===== src/rtl/matmul_pkg.sv =====
// Shared definitions for the matrix-multiply accelerator register interface.
package matmul_pkg;

  localparam int MAX_DIM       = 8;
  localparam int CONTROL_WIDTH = 16;

  // Register regions selected by paddr[4:0]
  typedef enum logic [4:0] {
    REG_CONTROL   = 5'h00,
    REG_OPERAND_A = 5'h04,
    REG_FLAGS     = 5'h08,
    REG_OPERAND_B = 5'h0C,
    REG_SP        = 5'h10
  } region_e;

  // APB completer states
  typedef enum logic [1:0] {
    ST_IDLE   = 2'd0,
    ST_ACCESS = 2'd1,
    ST_RDATA  = 2'd2
  } apb_state_e;

endpackage


===== src/rtl/apb_addr_decode.sv =====
// Region decode and access-error check for the APB completer.
module apb_addr_decode
  import matmul_pkg::*;
(
  input  logic [4:0] i_region,
  input  logic       i_write,
  input  logic       i_busy,
  output logic       o_err
);

  logic w_mapped;
  logic w_writable;

  // Classify the region; only CONTROL and the operands accept writes
  always_comb begin
    w_mapped   = 1'b0;
    w_writable = 1'b0;
    case (i_region)
      REG_CONTROL, REG_OPERAND_A, REG_OPERAND_B: begin
        w_mapped   = 1'b1;
        w_writable = 1'b1;
      end
      REG_FLAGS, REG_SP: w_mapped = 1'b1;
      default: ;
    endcase
  end

  // Writes to writable regions are refused while the engine is running
  always_comb begin
    o_err = ~w_mapped | (i_write & (~w_writable | i_busy));
  end

endmodule


===== src/rtl/apb_slave_module.sv =====
// APB completer bridging the bus onto the register file interface.
// state     | meaning
// ST_IDLE   | waiting for a setup phase (psel=1, penable=0)
// ST_ACCESS | request latched; writes complete here, reads capture rf data
// ST_RDATA  | read wait state; captured data returned with pready
module apb_slave_module
  import matmul_pkg::*;
#(
  parameter int DATA_WIDTH = 32,
  parameter int BUS_WIDTH  = 64,
  parameter int ADDR_WIDTH = 32
) (
  input  logic                   clk_i,
  input  logic                   rst_i,
  input  logic                   psel_i,
  input  logic                   penable_i,
  input  logic                   pwrite_i,
  input  logic [ADDR_WIDTH-1:0]  paddr_i,
  input  logic [BUS_WIDTH-1:0]   pwdata_i,
  input  logic [BUS_WIDTH/8-1:0] pstrb_i,
  output logic                   pready_o,
  output logic [BUS_WIDTH-1:0]   prdata_o,
  output logic                   pslverr_o,
  input  logic                   busy_i,
  input  logic [BUS_WIDTH-1:0]   rf_data_i,
  output logic [ADDR_WIDTH-1:0]  address_o,
  output logic [BUS_WIDTH-1:0]   data_o,
  output logic [BUS_WIDTH/8-1:0] strobe_o,
  output logic                   write_enable_o
);

  // A bus narrower than one matrix element cannot carry operands
  if (BUS_WIDTH < DATA_WIDTH) begin : g_width_check
    $error("BUS_WIDTH must be at least DATA_WIDTH");
  end

  apb_state_e             r_state;
  logic [ADDR_WIDTH-1:0]  r_addr;
  logic [BUS_WIDTH-1:0]   r_data;
  logic [BUS_WIDTH/8-1:0] r_strb;
  logic                   r_write;
  logic                   r_err;
  logic [BUS_WIDTH-1:0]   r_prdata;

  logic w_setup;
  logic w_sel_en;
  logic w_err;
  logic w_pready;

  assign w_setup  = psel_i & ~penable_i;
  assign w_sel_en = psel_i & penable_i;

  apb_addr_decode u_decode (
    .i_region (paddr_i[4:0]),
    .i_write  (pwrite_i),
    .i_busy   (busy_i),
    .o_err    (w_err)
  );

  // Handshake FSM; request fields are latched at setup so busy changes later are ignored
  always_ff @(posedge clk_i or posedge rst_i) begin
    if (rst_i) begin
      r_state  <= ST_IDLE;
      r_addr   <= '0;
      r_data   <= '0;
      r_strb   <= '0;
      r_write  <= 1'b0;
      r_err    <= 1'b0;
      r_prdata <= '0;
    end else begin
      case (r_state)
        ST_IDLE: begin
          if (w_setup) begin
            r_addr  <= paddr_i;
            r_data  <= pwdata_i;
            r_strb  <= pstrb_i;
            r_write <= pwrite_i;
            r_err   <= w_err;
            r_state <= ST_ACCESS;
          end
        end
        ST_ACCESS: begin
          if (!w_sel_en) begin
            r_addr   <= '0;
            r_data   <= '0;
            r_strb   <= '0;
            r_write  <= 1'b0;
            r_err    <= 1'b0;
            r_prdata <= '0;
            r_state  <= ST_IDLE;
          end else if (r_write) begin
            r_state <= ST_IDLE;
          end else begin
            r_prdata <= r_err ? '0 : rf_data_i;
            r_state  <= ST_RDATA;
          end
        end
        ST_RDATA: begin
          if (!w_sel_en) begin
            r_addr   <= '0;
            r_data   <= '0;
            r_strb   <= '0;
            r_write  <= 1'b0;
            r_err    <= 1'b0;
            r_prdata <= '0;
          end
          r_state <= ST_IDLE;
        end
        default: r_state <= ST_IDLE;
      endcase
    end
  end

  // Completion is combinational so writes finish with zero wait states
  always_comb begin
    w_pready = w_sel_en & (((r_state == ST_ACCESS) & r_write) | (r_state == ST_RDATA));
  end

  assign pready_o       = w_pready;
  assign pslverr_o      = w_pready & r_err;
  assign write_enable_o = w_sel_en & (r_state == ST_ACCESS) & r_write & ~r_err;
  assign prdata_o       = r_prdata;
  assign address_o      = r_addr;
  assign data_o         = r_data;
  assign strobe_o       = r_strb;

endmodule


===== config.mk =====
export PLATFORM = sky130hd
export DESIGN_NAME = apb_slave_module
export DESIGN_NICKNAME = d
export VERILOG_FILES = /design/src/rtl/matmul_pkg.sv /design/src/rtl/apb_addr_decode.sv /design/src/rtl/apb_slave_module.sv
export SDC_FILE = /design/constraint.sdc
export NUM_CORES = 1
export LEC_CHECK = 0
export CORE_MARGIN = 5
export CORE_UTILIZATION = 35
export CTS_CLUSTER_DIAMETER = 50
export DETAILED_ROUTE_END_ITERATION = 6
export PLACE_DENSITY_LB_ADDON = 0.08
export SYNTH_ARGS = -nofsm -noshare
export SYNTH_HDL_FRONTEND = slang
export SYNTH_SLANG_ARGS = --single-unit

===== constraint.sdc =====
create_clock -name clk_i -period 8.49 [get_ports clk_i]
set_clock_uncertainty 0.2 [all_clocks]
set_input_delay 1.698 -clock clk_i [delete_from_list [all_inputs] [get_ports clk_i]]
set_output_delay 1.698 -clock clk_i [all_outputs]
set_load 0.03 [all_outputs]

Word-level counts from Yosys, hierarchy flattened
Index checks and enable logic that the tools add are counted.
Widths: inputs -> output; s select.
Cells by class
  eq/ne operators: 10
  bitwise operators: 16
  reduce and logical (&&, ||, !) cells: 9
  muxes and demuxes: 24
Operator list (number)
  $mux 64: 5
  $pmux 64 s2: 2
  $mux 32: 2
  $pmux 32 s2: 1
  $mux 8: 2
  $pmux 8 s2: 1
  $eq 5x4->1 const B: 2
  $and 1x1->1: 9
  $mux 2: 3
  $ne 2x2->1 const B: 3
  $reduce_and 3->1: 2
  $eq 5x3->1 const B: 1
  $eq 5x5->1 const B: 1
  $logic_not 5->1: 1
  $mux 1: 5
  $reduce_or 5->1: 1
  $not 1->1: 4
  $pmux 1 s2: 2
  $pmux 2 s2: 1
  $reduce_bool 2->1: 2
  $ne 3x3->1 const B: 1
  $or 1x1->1: 3
  $reduce_or 3->1: 1
  $eq 2x1->1 const B: 1
  other kinds (3): 3
Storage, ports and cells
  bits of input ports: 174
  logic and storage cells: 66
  flip-flop bits (word level): 172

Depth between registers and ports, before layout
  depth after elaboration: 9
  depth in mapped cells: 9

Modules after synthesis
Synthesis repeated with hierarchy kept, for this count alone.
Unflattened totals
  cells, all modules: 641
  area total of the unflattened synthesis: 7733.7 um^2
Modules (own cells, without submodules)
  apb_slave_module: times used 1, area an instance 7696.1 um^2, cells each 636
  apb_addr_decode: times used 1, area an instance 37.5 um^2, cells each 5

Least setup slack after synthesis
No wires, ideal clock.
  path type: input to output
  start: input port penable_i
  end: output port pslverr_o
  slack: 3.957 ns
  stages on the path: 3
  required time: 6.592 ns
  path buffers: 0
  data arrival time: 2.635 ns
  cells stage by stage: nand2_2 -> nor2_1 -> and2_1
Between the ends
  longest elaborated chain between the ends: 3
Ends and longest elaborated chain
  start: declaration: RTL line apb_slave_module.sv:16  | input logic penable_i,
  $and 1x1->1: RTL line apb_slave_module.sv:51  | assign w_sel_en = psel_i & penable_i;
  $and 1x1->1: RTL line apb_slave_module.sv:116  | w_pready = w_sel_en & (((r_state == ST_ACCESS) & r_write) | (r_state == ST_RDATA));
  net pready_o: RTL line apb_slave_module.sv:21  | output logic pready_o,
  $and 1x1->1: RTL line apb_slave_module.sv:120  | assign pslverr_o = w_pready & r_err;
  end: declaration: RTL line apb_slave_module.sv:23  | output logic pslverr_o,
The timed path passes the listed nets, and every way through them passes these cells.

Worst setup path in the final report
  start: input port psel_i
  end: output port pslverr_o
Between the ends
  longest elaborated chain between the ends: 3
Ends and longest elaborated chain
  start: declaration: RTL line apb_slave_module.sv:15  | input logic psel_i,
  $and 1x1->1: RTL line apb_slave_module.sv:51
  $and 1x1->1: RTL line apb_slave_module.sv:116
  $and 1x1->1: RTL line apb_slave_module.sv:120
No other way between the ends.

==> impl_metrics.json <==
{
  "synth_area_leaders": "dfrtp_1 (59%), nand2_1 (12%), nand2b_1 (9.2%)",
  "synth_ff_type": "dfrtp_1",
  "finalCritPeriodShare_pct": 62.11,
  "place_congestion": 0.7836,
  "leakage_nw": 4.727,
  "clock.fmax_ghz": 0.1896,
  "min_path_type": "flop to flop",
  "grt_use_total_pct": 18.37,
  "post-cts-setup-buffers": 0,
  "grt_first_pass_wirelength_um": 34550,
  "hold_violations": 0,
  "drive_gt1_share_pct": 4.037,
  "r2r_slack_ps": 5500,
  "die_w_um": 153.9,
  "finalSetupViolCount": 0,
  "synth-edff-count": 0,
  "maxCapViolations": 0,
  "yosysTopAreaCellShare_pct": 59.42,
  "grt.overflow.total": 0,
  "grt_max_degree": 115,
  "yosysTopAreaCell": "dfrtp_1",
  "p_per_area_nw_per_um2": 371.7,
  "chipHeight_um": 153.9,
  "rsz0062_at_grt": "no",
  "cts_resized": 0,
  "synth_cell_types": 27,
  "grt_pass1_vias": 5986,
  "final_util_pct": 55.76,
  "yosysSeqAreaShare_pct": 59.42,
  "synthesis.nets": 939,
  "core_um2": 20300,
  "pin_count": 345,
  "layout_min_cycle_time_ps": 5273,
  "hold_buffers": 0,
  "start_util_pct": 35.68,
  "num-fill-cells": 1906,
  "run_status": "complete, no violations",
  "die_area_um2": 23670,
  "synth_area_um2": 7243,
  "crit_path_end_kind": "output port",
  "rows": 52,
  "syn_avg_cell_area_um2": 9.506,
  "yosys_warnings": 0,
  "place_area_um2": 10740,
  "vias_per_cell": 4.410,
  "antenna_found_initial": 2,
  "fin_hold_ws_ps": 275.2,
  "worst-slew-pin-transition_ps": 995.7,
  "clk_latency_ps": 410,
  "synth_most_common_cell": "nand2_1",
  "cts_tree": "done",
  "wirelength_um": 21880,
  "dp_hpwl_um": 15680,
  "slew_headroom_pct": 33.62,
  "fin_tns_setup_ps": 0,
  "worstPathArrival_ps": 3370,
  "drc": 0,
  "fin_nets": 1254,
  "io_buffers": 344,
  "cts-root-buf": "clkbuf_16",
  "async_flop_share_pct": 100.0,
  "synth_cells": 762,
  "drt-wirelength-per-cell_um": 16.07,
  "synthTopCellsByCount": "nand2_1 (234), dfrtp_1 (172), nand2b_1 (106), o21ai_1 (94), o21ai_0 (76)",
  "required_ps": 6590,
  "postLayoutCellArea_um2": 11320,
  "htreeDepth": 4,
  "start_kind": "input port",
  "numClockSinks": 172,
  "ys_seq_elements": 172,
  "cts_made_buffers": 17,
  "drv_slew": 0,
  "dr.first_iter.drc_count": 251,
  "first_pass_iters": 4,
  "clk_pin_slew_ps": 60,
  "postRouteAntennaNets": 0,
  "synthToLayoutAreaGrowth_pct": 56.28,
  "peakVddDrop_v": 0.0001439,
  "clockBufferDepth": 2,
  "critPathKind": "input port to output port",
  "path_max_fanout": 4,
  "vias": 6006
}
## metrics by stage
step                      total power, mW  setup slack [ps]  cells
final                               4.207              3217   1362
after global routing                4.486              3133   1362
after CTS                           4.278              3209   1360
after detailed placement            3.508              3206   1328
after global placement              3.482              3238   1328
after floorplan                     2.647              1932    762
## power by group
group	total [mW]	switching (mW)	internal [mW]
combinational	2.16	1.30	0.858
clock	0.755	0.332	0.423
sequential	1.29	0.163	1.13
total	4.21	1.79	2.41
## critical path, cell delays in order
cell	delay [ps]
clkdlybuf4s50_1	530
nand2_2	170
nor2_1	170
and2_1	140
clkdlybuf4s50_1	670
## kinds of logic after synthesis
group	after synthesis	share of synthesized area [%]
DFF	172	59.42
adders and majority gates	3	0.5183
and+or+nand+nor	352	22.35
buffers and inverters	57	4.975
AOI/OAI and AO/OA	177	12.52
muxes	1	0.2072
## final timing paths
path	startpoint	end	depth (start not counted)
min	data_o[38]	data_o[38]	2
max	psel_i	pslverr_o	5
max reg2reg	r_state[0]	data_o[36]	6
max in group asynchronous	rst_i	prdata_o[10]	3
min in group asynchronous	rst_i	prdata_o[46]	2
min reg2reg	data_o[38]	data_o[38]	2
## registers in the layout, summed over array words and instances, names as in the netlist
register   count
address_o     32
r_state        2
data_o        64
r_err          1
strobe_o       8
r_write        1
prdata_o      64
## layer usage
layer / vias up / wire, µm / track usage, %
met1: 2690 / 9020 / 22.44
met3: 19 / 2057 / 7.336
met4: 0 / 322 / 5.425
li1: 3078 / - / -
met2: 219 / 10480 / 30.17
met5: - / 0 / 0
## final cells by class
type                            count  area (µm²)  share of cell area [%]
Antenna cell                        2       5.005                 0.04421
Inverter                            3       16.27                  0.1437
Tap cell                          270       337.8                   2.984
Clock buffer                       20       456.7                   4.034
Timing Repair Buffer              350        3488                   30.82
Multi-Input combinational cell    533        2597                   22.95
Sequential cell                   172        4304                   38.02
Clock inverter                     12       113.9                   1.006
## layout by cell type, fill, tap and decap left out, types with 2 or more instances in the layout
cell,netlist,routed
clkdlybuf4s50_1,0,344
nand2_1,234,234
dfrtp_1,172,172
nand2b_1,106,106
o21ai_1,94,94
o21ai_0,76,76
clkbuf_16,0,17
buf_4,4,6
nor2_1,5,5
inv_6,0,4
clkinvlp_4,0,4
diode_2,0,2
inv_1,3,2
a21oi_1,2,2
ha_1,3,2
clkinv_4,0,2
clkbuf_8,0,2
clkinv_2,0,2
No activity file was read; power rests on OpenSTA's default activity.
